==> src/rtl/fc3_bias_fetch_add_pkg.sv <==
`default_nettype none
// ============================================================================
//  Module      : fc3_bias_pkg
//  Description : Shared constants for the FC3 bias fetch/add block. Holds the
//                default geometry, the FSM state encoding and the output
//                saturation limits.
//  Revision    : 1.0 - initial release
// ============================================================================
package fc3_bias_pkg;

    // Default geometry
    localparam int FC3_LANES     = 16;
    localparam int FC3_NUM_BATCH = 2;
    localparam int FC3_AW        = 1;
    localparam int FC3_BIAS_W    = 34;
    localparam int FC3_ACC_W     = 34;
    localparam int FC3_OUT_W     = 8;
    localparam int FC3_SHIFT     = 16;

    // Saturation and rounding limits for the default geometry
    localparam int FC3_OUT_MAX   = (1 << (FC3_OUT_W - 1)) - 1;
    localparam int FC3_OUT_MIN   = -(1 << (FC3_OUT_W - 1));
    localparam int FC3_RND_HALF  = (FC3_SHIFT > 0) ? (1 << (FC3_SHIFT - 1)) : 0;

    // Sequencer states
    typedef enum logic [2:0] {
        FC3_IDLE  = 3'd0,
        FC3_FETCH = 3'd1,
        FC3_WAIT  = 3'd2,
        FC3_ACC   = 3'd3,
        FC3_OUT   = 3'd4
    } fc3_state_e;

    // Fixed-width encodings used by the sequencer register
    localparam logic [2:0] S_IDLE  = FC3_IDLE;
    localparam logic [2:0] S_FETCH = FC3_FETCH;
    localparam logic [2:0] S_WAIT  = FC3_WAIT;
    localparam logic [2:0] S_ACC   = FC3_ACC;
    localparam logic [2:0] S_OUT   = FC3_OUT;

    function automatic int max_int(input int a, input int b);
        return (a > b) ? a : b;
    endfunction

endpackage
`default_nettype wire

==> src/rtl/fc3_bias_fetch_add_if.sv <==
`default_nettype none
// ============================================================================
//  Module      : fc3_bias_fetch_add_if
//  Description : Bus bundle for the FC3 bias fetch/add block: bias ROM read
//                port, accumulator input stream and result output stream.
//  Ports       : master - the fetch/add block (drives ROM request, acc_ready,
//                         out_valid/out_data)
//                slave  - surrounding logic (ROM, MAC array, writeback)
//  Revision    : 1.0 - initial release
// ============================================================================
interface fc3_bias_fetch_add_if
    import fc3_bias_pkg::*;
#(
    parameter int LANES  = FC3_LANES,
    parameter int AW     = FC3_AW,
    parameter int BIAS_W = FC3_BIAS_W,
    parameter int ACC_W  = FC3_ACC_W,
    parameter int OUT_W  = FC3_OUT_W
);
    logic [AW-1:0]           rom_aa;
    logic                    rom_cena;
    logic [LANES*BIAS_W-1:0] rom_qa;
    logic                    acc_valid;
    logic                    acc_ready;
    logic [LANES*ACC_W-1:0]  acc_data;
    logic                    out_valid;
    logic                    out_ready;
    logic [LANES*OUT_W-1:0]  out_data;

    modport master (
        output rom_aa, rom_cena, acc_ready, out_valid, out_data,
        input  rom_qa, acc_valid, acc_data, out_ready
    );

    modport slave (
        input  rom_aa, rom_cena, acc_ready, out_valid, out_data,
        output rom_qa, acc_valid, acc_data, out_ready
    );
endinterface
`default_nettype wire

==> src/rtl/fc3_bias_fetch_add_requant_lane.sv <==
`default_nettype none
// ============================================================================
//  Module      : fc3_requant_lane
//  Description : Combinational per-lane requantizer: acc + bias, round half
//                up, arithmetic right shift by SHIFT, saturate to OUT_W.
//  Ports       : acc    in  ACC_W   signed partial sum
//                bias   in  BIAS_W  signed bias
//                result out OUT_W   signed saturated output
//  Revision    : 1.0 - initial release
// ============================================================================
module fc3_requant_lane
    import fc3_bias_pkg::*;
#(
    parameter int ACC_W  = FC3_ACC_W,
    parameter int BIAS_W = FC3_BIAS_W,
    parameter int OUT_W  = FC3_OUT_W,
    parameter int SHIFT  = FC3_SHIFT
) (
    input  logic [ACC_W-1:0]  acc,
    input  logic [BIAS_W-1:0] bias,
    output logic [OUT_W-1:0]  result
);
    // One bit beyond the exact sum width so the rounding increment can
    // never wrap even when both operands sit at their positive limit.
    localparam int SUM_W = max_int(ACC_W, BIAS_W) + 2;

    localparam logic signed [SUM_W-1:0] SAT_MAX =
        $signed({{(SUM_W - OUT_W + 1){1'b0}}, {(OUT_W - 1){1'b1}}});
    localparam logic signed [SUM_W-1:0] SAT_MIN = ~SAT_MAX;

    logic signed [SUM_W-1:0] w_sum;
    logic signed [SUM_W-1:0] w_rnd;
    logic signed [SUM_W-1:0] w_shr;

    assign w_sum = $signed({{(SUM_W - ACC_W){acc[ACC_W-1]}}, acc})
                 + $signed({{(SUM_W - BIAS_W){bias[BIAS_W-1]}}, bias});

    generate
        if (SHIFT > 0) begin : g_round
            localparam logic signed [SUM_W-1:0] HALF = SUM_W'(64'd1 << (SHIFT - 1));
            assign w_rnd = w_sum + HALF;
        end else begin : g_no_round
            assign w_rnd = w_sum;
        end
    endgenerate

    assign w_shr = w_rnd >>> SHIFT;

    always_comb begin
        result = w_shr[OUT_W-1:0];
        if (w_shr > SAT_MAX) begin
            result = SAT_MAX[OUT_W-1:0];
        end else if (w_shr < SAT_MIN) begin
            result = SAT_MIN[OUT_W-1:0];
        end
    end
endmodule
`default_nettype wire

==> src/rtl/fc3_bias_fetch_add.sv <==
`default_nettype none
// ============================================================================
//  Module      : fc3_bias_fetch_add
//  Description : FC3 bias read sequencer. Per output batch it reads one ROM
//                row (active-low enable, data one cycle later), adds the
//                lane biases to the matching accumulator beat, requantizes
//                and presents the result downstream under valid/ready.
//  Ports       : clk, rst  clock and synchronous active-high reset
//                start     one-cycle pulse starting an inference pass
//                busy      high from accepted start until done
//                done      one-cycle pulse after the last batch is accepted
//                bus       ROM port, accumulator stream, result stream
//  Revision    : 1.0 - initial release
// ============================================================================
module fc3_bias_fetch_add
    import fc3_bias_pkg::*;
#(
    parameter int LANES     = FC3_LANES,
    parameter int NUM_BATCH = FC3_NUM_BATCH,
    parameter int AW        = FC3_AW,
    parameter int BIAS_W    = FC3_BIAS_W,
    parameter int ACC_W     = FC3_ACC_W,
    parameter int OUT_W     = FC3_OUT_W,
    parameter int SHIFT     = FC3_SHIFT
) (
    input  logic                 clk,
    input  logic                 rst,
    input  logic                 start,
    output logic                 busy,
    output logic                 done,
    fc3_bias_fetch_add_if.master bus
);
    localparam logic [AW-1:0] LAST_BATCH = AW'(NUM_BATCH - 1);

    logic [2:0]              r_state;
    logic [AW-1:0]           r_batch;
    logic [LANES*BIAS_W-1:0] r_bias;
    logic [LANES*OUT_W-1:0]  r_out_data;
    logic                    r_out_valid;
    logic                    r_busy;
    logic                    r_done;
    logic [LANES*OUT_W-1:0]  w_req;

    generate
        for (genvar i = 0; i < LANES; i++) begin : g_lane
            fc3_requant_lane #(
                .ACC_W  (ACC_W),
                .BIAS_W (BIAS_W),
                .OUT_W  (OUT_W),
                .SHIFT  (SHIFT)
            ) u_lane (
                .acc    (bus.acc_data[i*ACC_W +: ACC_W]),
                .bias   (r_bias[i*BIAS_W +: BIAS_W]),
                .result (w_req[i*OUT_W +: OUT_W])
            );
        end
    endgenerate

    always_ff @(posedge clk) begin
        if (rst) begin
            r_state     <= S_IDLE;
            r_batch     <= '0;
            r_bias      <= '0;
            r_out_data  <= '0;
            r_out_valid <= 1'b0;
            r_busy      <= 1'b0;
            r_done      <= 1'b0;
        end else begin
            r_done <= 1'b0;
            case (r_state)
                S_IDLE: begin
                    if (start) begin
                        r_batch <= '0;
                        r_busy  <= 1'b1;
                        r_state <= S_FETCH;
                    end
                end
                S_FETCH: begin
                    r_state <= S_WAIT;
                end
                S_WAIT: begin
                    // ROM data is valid exactly one cycle after the read.
                    r_bias  <= bus.rom_qa;
                    r_state <= S_ACC;
                end
                S_ACC: begin
                    if (bus.acc_valid) begin
                        r_out_data  <= w_req;
                        r_out_valid <= 1'b1;
                        r_state     <= S_OUT;
                    end
                end
                S_OUT: begin
                    if (bus.out_ready) begin
                        r_out_valid <= 1'b0;
                        if (r_batch == LAST_BATCH) begin
                            r_batch <= '0;
                            r_busy  <= 1'b0;
                            r_done  <= 1'b1;
                            r_state <= S_IDLE;
                        end else begin
                            r_batch <= r_batch + AW'(1);
                            r_state <= S_FETCH;
                        end
                    end
                end
                default: begin
                    r_state <= S_IDLE;
                end
            endcase
        end
    end

    assign bus.rom_cena  = (r_state != S_FETCH);
    assign bus.rom_aa    = r_batch;
    assign bus.acc_ready = (r_state == S_ACC);
    assign bus.out_valid = r_out_valid;
    assign bus.out_data  = r_out_data;
    assign busy          = r_busy;
    assign done          = r_done;
endmodule
`default_nettype wire

==> src/flat_wrapper.sv <==
// flat-port wrapper written by rule: the top's interface ports become plain ports
module fc3_bias_fetch_add_flat import fc3_bias_pkg::*;
#(
    parameter int LANES     = FC3_LANES,
    parameter int NUM_BATCH = FC3_NUM_BATCH,
    parameter int AW        = FC3_AW,
    parameter int BIAS_W    = FC3_BIAS_W,
    parameter int ACC_W     = FC3_ACC_W,
    parameter int OUT_W     = FC3_OUT_W,
    parameter int SHIFT     = FC3_SHIFT
)
  (clk, rst, start, busy, done, bus_rom_aa, bus_rom_cena, bus_acc_ready, bus_out_valid, bus_out_data, bus_rom_qa, bus_acc_valid, bus_acc_data, bus_out_ready);
  fc3_bias_fetch_add_if #(.LANES(LANES), .AW(AW), .BIAS_W(BIAS_W), .ACC_W(ACC_W), .OUT_W(OUT_W)) bus_i ();
  input  logic clk;
  input  logic rst;
  input  logic start;
  output logic busy;
  output logic done;
  output wire logic [$bits(bus_i.rom_aa)-1:0] bus_rom_aa;
  output wire logic [$bits(bus_i.rom_cena)-1:0] bus_rom_cena;
  output wire logic [$bits(bus_i.acc_ready)-1:0] bus_acc_ready;
  output wire logic [$bits(bus_i.out_valid)-1:0] bus_out_valid;
  output wire logic [$bits(bus_i.out_data)-1:0] bus_out_data;
  input wire logic [$bits(bus_i.rom_qa)-1:0] bus_rom_qa;
  input wire logic [$bits(bus_i.acc_valid)-1:0] bus_acc_valid;
  input wire logic [$bits(bus_i.acc_data)-1:0] bus_acc_data;
  input wire logic [$bits(bus_i.out_ready)-1:0] bus_out_ready;
  assign bus_rom_aa = bus_i.rom_aa;
  assign bus_rom_cena = bus_i.rom_cena;
  assign bus_acc_ready = bus_i.acc_ready;
  assign bus_out_valid = bus_i.out_valid;
  assign bus_out_data = bus_i.out_data;
  assign bus_i.rom_qa = bus_rom_qa;
  assign bus_i.acc_valid = bus_acc_valid;
  assign bus_i.acc_data = bus_acc_data;
  assign bus_i.out_ready = bus_out_ready;
  fc3_bias_fetch_add #(.LANES(LANES), .NUM_BATCH(NUM_BATCH), .AW(AW), .BIAS_W(BIAS_W), .ACC_W(ACC_W), .OUT_W(OUT_W), .SHIFT(SHIFT)) u_core (.clk(clk), .rst(rst), .start(start), .busy(busy), .done(done), .bus(bus_i));
endmodule
==> config.mk <==
export PLATFORM = sky130hd
export DESIGN_NAME = fc3_bias_fetch_add_flat
export DESIGN_NICKNAME = d
export VERILOG_FILES = /design/src/rtl/fc3_bias_fetch_add_pkg.sv /design/src/rtl/fc3_bias_fetch_add_if.sv /design/src/rtl/fc3_bias_fetch_add_requant_lane.sv /design/src/rtl/fc3_bias_fetch_add.sv /design/src/flat_wrapper.sv
export SDC_FILE = /design/constraint.sdc
export NUM_CORES = 2
export LEC_CHECK = 0
export CORE_AREA = 2 2 484 486
export DETAILED_ROUTE_END_ITERATION = 10
export DIE_AREA = 0 0 486 488
export GPL_TIMING_DRIVEN = 0
export PLACE_DENSITY = 0.46
export SLEW_MARGIN = 20
export SYNTH_ARGS = -nofsm -noshare
export SYNTH_HDL_FRONTEND = slang
export SYNTH_SLANG_ARGS = --single-unit
==> constraint.sdc <==
create_clock -name clk -period 12.7 [get_ports clk]
set_input_delay 2.54 -clock clk [delete_from_list [all_inputs] [get_ports clk]]
set_output_delay 2.54 -clock clk [all_outputs]
set_load 0.005 [all_outputs]
# --- Word level (Yosys, flattened, before mapping) ---
# Cells that the tools add are included.
op_classes:
  add_sub_neg: 33
  n_mul: 0
  div_mod_pow: 0
  magnitude_cmp: 32
  eq_ne: 9
  n_shift: 0
  n_mux: 49
  n_bitwise: 2
  reduce_logical: 9
ops:
  columns: ["operator", "n"]
  rows:
  - ["35-bit by 17-bit adder with 36-bit output (second input constant)", 16]
  - ["34-bit by 34-bit adder with 35-bit output", 16]
  - ["20-bit by 8-bit > comparator with 1-bit output (second input constant)", 16]
  - ["20-bit by 8-bit < comparator with 1-bit output (second input constant)", 16]
  - ["8-bit 2-to-1 mux", 32]
  - ["3-bit one-hot mux with 5 select lines", 1]
  - ["1-bit 2-to-1 mux", 10]
  - ["3-bit 2-to-1 mux", 3]
  - ["3-bit AND reduction", 3]
  - ["3-bit by 2-bit == test with 1-bit output (second input constant)", 2]
  - ["1-bit one-hot mux with 2 select lines", 3]
  - ["2-bit by 1-bit inequality test with 1-bit output (second input constant)", 2]
  - ["2-bit inequality test (second input constant)", 2]
  - ["4-bit AND reduction", 1]
  - ["2-bit nonzero test", 2]
  - ["3-bit by 1-bit == test with 1-bit output (second input constant)", 1]
  - ["3-bit == test (second input constant)", 1]
  - ["3-bit zero test", 1]
  - ["3-bit by 1-bit inequality test with 1-bit output (second input constant)", 1]
  - ["3-bit OR reduction", 1]
  - ["1-bit inverter", 2]
  - ["2-bit AND reduction", 1]
  - ["1-bit adder (second input constant)", 1]
totals:
  regBits: 679
  latchBits: 0
  mem_bits_rw: 0
  romBits: 0
  inputBits: 1093
  word_cells: 141
  memories: 0

# --- Depth between registers and ports, before layout ---
logic_depth:
  ltp_word: 5
  ltp_mapped: 16
  mapped_depth_nobuf: 15

# --- Cells and area by module ---
# A second synthesis with hierarchy kept.
unflattened:
  cells_unflattened: 7604
  hier_area_um2: 60110.2
by_module_without_submodules:
  columns: ["module", "n_inst", "cells_per_inst", "area_per_inst_um2", "seq_area_each_um2"]
  rows:
  - ["fc3_requant_lane (u_core.g_lane[0].u_lane ...)", 14, 294, 2324.7, 0.0]
  - ["fc3_bias_fetch_add", 1, 2954, 23257.3, 13593.0]
  - ["fc3_requant_lane (u_core.g_lane[8].u_lane ...)", 2, 267, 2153.3, 0.0]

# --- Worst setup path before layout ---
# OpenSTA, ideal clock, no wires.
synth_timing:
  path_kind: "input port to flip-flop"
  from: "input port bus_acc_data[278]"
  to: "register u_core.r_out_data[64], in the netlist u_core.bus.out_data[64]"
  setup_ns: 0.131
  arrival_time_ns: 5.729
  required_time_ns: 12.569
  setup_slack_ns: 6.839
  stages: 13
  n_path_buf: 0
  path_cell_list: "ha_1 -> ha_1 -> a211o_1 -> a211o_1 -> o211ai_2 -> a21oi_2 -> or3_4 -> xnor2_1 -> nand4_1 -> or4_1 -> or4b_1 -> nand2_2 -> a211oi_1"
synth_between:
  elab_chain_len: 5
  word_cells_on_any_way: 6
  cone_classes: "add/sub: 2; order compare: 2; mux: 2"
synth_lines:
  columns: ["element", "line", "source"]
  rows:
  - ["start: declaration", "flat_wrapper.sv:26", "input wire logic [$bits(bus_i.acc_data)-1:0] bus_acc_data;"]
  - ["34-bit by 34-bit adder with 35-bit output (*)", "fc3_bias_fetch_add_requant_lane.sv:36", "+ $signed({{(SUM_W - BIAS_W){bias[BIAS_W-1]}}, bias});"]
  - ["35-bit by 17-bit adder with 36-bit output (*)", "fc3_bias_fetch_add_requant_lane.sv:41", "assign w_rnd = w_sum + HALF;"]
  - ["20-bit by 8-bit < comparator with 1-bit output", "fc3_bias_fetch_add_requant_lane.sv:53", "end else if (w_shr < SAT_MIN) begin"]
  - ["8-bit 2-to-1 mux", "fc3_bias_fetch_add_requant_lane.sv:53", null]
  - ["8-bit 2-to-1 mux (*)", "fc3_bias_fetch_add_requant_lane.sv:51", "if (w_shr > SAT_MAX) begin"]
  - ["end signal: assignment", "fc3_bias_fetch_add.sv:88", "r_out_data <= w_req;"]
  - ["end: declaration", "fc3_bias_fetch_add.sv:38", "logic [LANES*OUT_W-1:0] r_out_data;"]
# Every way passes the cells marked *; elsewhere a longest branch is shown, timed or not.
# A chain may end at the register's enable or synchronous reset.

# --- Final worst setup path ---
layout_timing:
  from: "input port bus_acc_data[8]"
  to: "register u_core.r_out_data[3], in the netlist u_core.bus.out_data[3]"
# Same word-level chain as after synthesis.

==> results.md <==
- Worst Setup SP: bus_acc_data[8]
- Final net count: 10.63k
- Reg clk slew, reported paths: 0.06 ns
- Dpl hpwl: 238000 um
- Peak VDD IR: 0.09722 mV
- Routed vias: 58.27k
- Routed len/inst: 23.87 um
- Fraction of registers with async set/reset: 0%
- Number of setup violations in the final report: 0
- Launch point of the worst hold path: u_core.bus.out_data[71]
- FF+latch count, synth: 679
- Area growth syn-to-layout: 35.81%
- Synthesized area: 55460 um^2
- R2r setup slk: 7.97 ns
- Final Hold Fails: 0
- Syn Area/Cell: 7.764 um^2
- Worst Path Required: 13.26 ns
- Rows: 177
- CTS Root Cell: clkbuf_16
- Final Cycle Share: 54.13%
- First-pass GRT wire length: 393000 um
- RSZ-0062 raised after global routing: false
- Critical-path maximum fanout: 7
- Status: completed
- Mapped Nets: 9292
- Starting DRT DRC Count: 3191
- Clock sink count: 679
- Leak: 0.03175 uW
- Final WL: 278200 um
- Worst clock skew: 0.04368 ns
- Clock Path Buffers: 3
- Synth warn: 0
- Clock tree from TritonCTS: done
- IO Count: 1227
- Sequential cell area fraction in the yosys report: 24.51%
- Final Util: 32.48%
- Initial antenna violation count: 134
- Fin crit period: 6.875 ns
- Hold_buf cts: 0
- Slew @ Worst Pin: 1.165 ns
- Top cell type's share of synthesized area: 24.51%
- Vias/cell: 5.000
- Final Max Slew Viols: 0
- Fmax: 145.5 MHz
- TritonRoute pass-1 iters: 6
- Num CTS Buffers: 95
- Core area: 231900 um^2
- Area contributors post-synth: dfxtp_1, ha_1, nand2_1
- Layout cells sized above 1: 3.435%
- H-tree Lvls: 3
- Setup bufs post-CTS: 0
- DRC: 0
- Setup Crit Path Kind: in2reg
- Pin count of the biggest net entering global routing: 14
- P per Cell Area: 101.3 nW/um^2
- Total grt overflow: 0
- DIE WIDTH: 486 um
- Number of flops mapped to enable cells by yosys: 0
- Number of global-route vias before repair: 56.83k
- Commonest non-fill, non-tap cell in the layout: nand2_1
- Quantity of gates resized following cts: 0
- Total track usage: 22.48%
- Slew margin rel.: 22.34%
- Yosys top cell by area: dfxtp_1
- Distinct cell type count after synthesis: 107
- Critical path capture point type: flip-flop
- Initial Utilization: 23.92%
- Detail Route Antenna Nets: 0
- Worst hold-check path type: reg2reg
- Cells after Synth: 7143
- Commonest cells after routing, fill and taps aside: nand2_1, clkdlybuf4s50_1, ha_1, a21oi_1, dfxtp_1
- Total Neg Setup Slack: 0 ns
- Final GP Congestion: 0.9285
- FF-to-FF Start: u_core.r_bias[6]
- Filler Cell Count: 24.69k
- CP Data Arrival Time: 7.44 ns
- Worst skew pair latency: 0.76 ns
- DIE AREA: 237200 um^2
- Max_cap viols: 0
- Top FF cell, synth: dfxtp_1
- Critical Path Start Type: primary input
- DIE HEIGHT: 488 um
- PortBufs: 1225
==> metal layers <==
metal	vias to the layer above	GRT usage [%]	share of wire, %
li1	28774	-	-
met1	27363	28.00	44
met2	1632	37.64	46
met3	400	5.286	6.5
met4	98	7.978	3.4
met5	-	0	0.24
==> kinds of logic after synthesis <==
group	count (synthesis)	share of synthesized area, %
xor+xnor	232	3.664
mux	18	0.3317
buf+inv	513	3.601
fa+ha+maj	1056	23.83
compound gates	2079	23.43
simple gates	2566	20.64
flops	679	24.51
==> registers in the layout, summed over array words and instances, names as in the netlist <==
signal / cells
u_core.bus.out_data: 128
u_core.r_bias: 544
u_core.done: 1
u_core.bus.out_valid: 1
u_core.busy: 1
u_core.bus.rom_aa: 1
u_core.r_state: 3
==> report_power, final <==
group | leakage (uW) | total (uW) | internal [uW] | switching, uW
logic | 0.0246 | 2400 | 1030 | 1370
registers | 0.00552 | 2350 | 2270 | 86.4
clock network | 0.00162 | 2880 | 1710 | 1170
total | 0.0318 | 7630 | 5010 | 2620
==> cell type report <==
type | instances | area, um^2 | area share (%)
buffer | 293 | 1205 | 1.600
antenna | 52 | 130.1 | 0.1728
multi-input combinational | 5951 | 39870 | 52.93
clock buffer | 131 | 2735 | 3.632
clock inverter | 45 | 565.5 | 0.7509
timing repair buffer | 1239 | 12580 | 16.71
sequential | 679 | 13590 | 18.05
tap | 3043 | 3807 | 5.055
inverter | 220 | 825.8 | 1.096
==> cells in the mapped netlist (all sizes together), types with 34 or more instances <==
| cell type | instances |
|---|---|
| o21a | 49 |
| dfxtp | 679 |
| nor3 | 110 |
| and2 | 35 |
| nor2b | 36 |
| a211oi | 143 |
| nand3 | 115 |
| nand2 | 1473 |
| o21bai | 46 |
| nor2 | 366 |
| inv | 220 |
| nor4 | 40 |
| clkbuf | 268 |
| nand2b | 34 |
| a21o | 174 |
| or3 | 42 |
| nand4 | 128 |
| o211ai | 52 |
| o21ai | 263 |
| xnor2 | 148 |
| xor2 | 84 |
| a21oi | 972 |
| and3 | 48 |
| a31oi | 41 |
| ha | 1056 |
==> per-stage QoR <==
step	area, um^2	power [uW]	setup slack [ns]	std cells	hold slack, ns
final	75310	7632	5.825	11653	0.4524
after global routing	75250	8061	5.593	11627	0.4709
after CTS	75170	7721	5.876	11600	0.4573
after detailed placement	71870	4787	5.064	11424	0.4501
after global placement	71520	4768	3.362	11411	0.4424
after floorplan	55460	3765	6.839	7143	0.4319
==> worst paths after layout <==
kind | end | cells after the start
setup / recovery | u_core.bus.out_data[3] | 14
hold / removal | u_core.bus.out_data[71] | 2
setup reg to reg | u_core.bus.out_data[3] | 13
hold reg to reg | u_core.bus.out_data[71] | 2
==> critical path: stages <==
cell             delay (ns)
clkdlybuf4s50_1        0.53
ha_1                   0.36
ha_1                   0.30
nand4_1                0.27
a221oi_1               0.80
o31ai_1                0.20
o41ai_1                0.53
xnor2_1                0.21
nor3_1                 0.20
nand4_1                0.12
a311oi_1               0.35
nand4_1                0.13
a22oi_1                0.71
a211oi_1               0.17
Power figures use the tool's default switching activity.
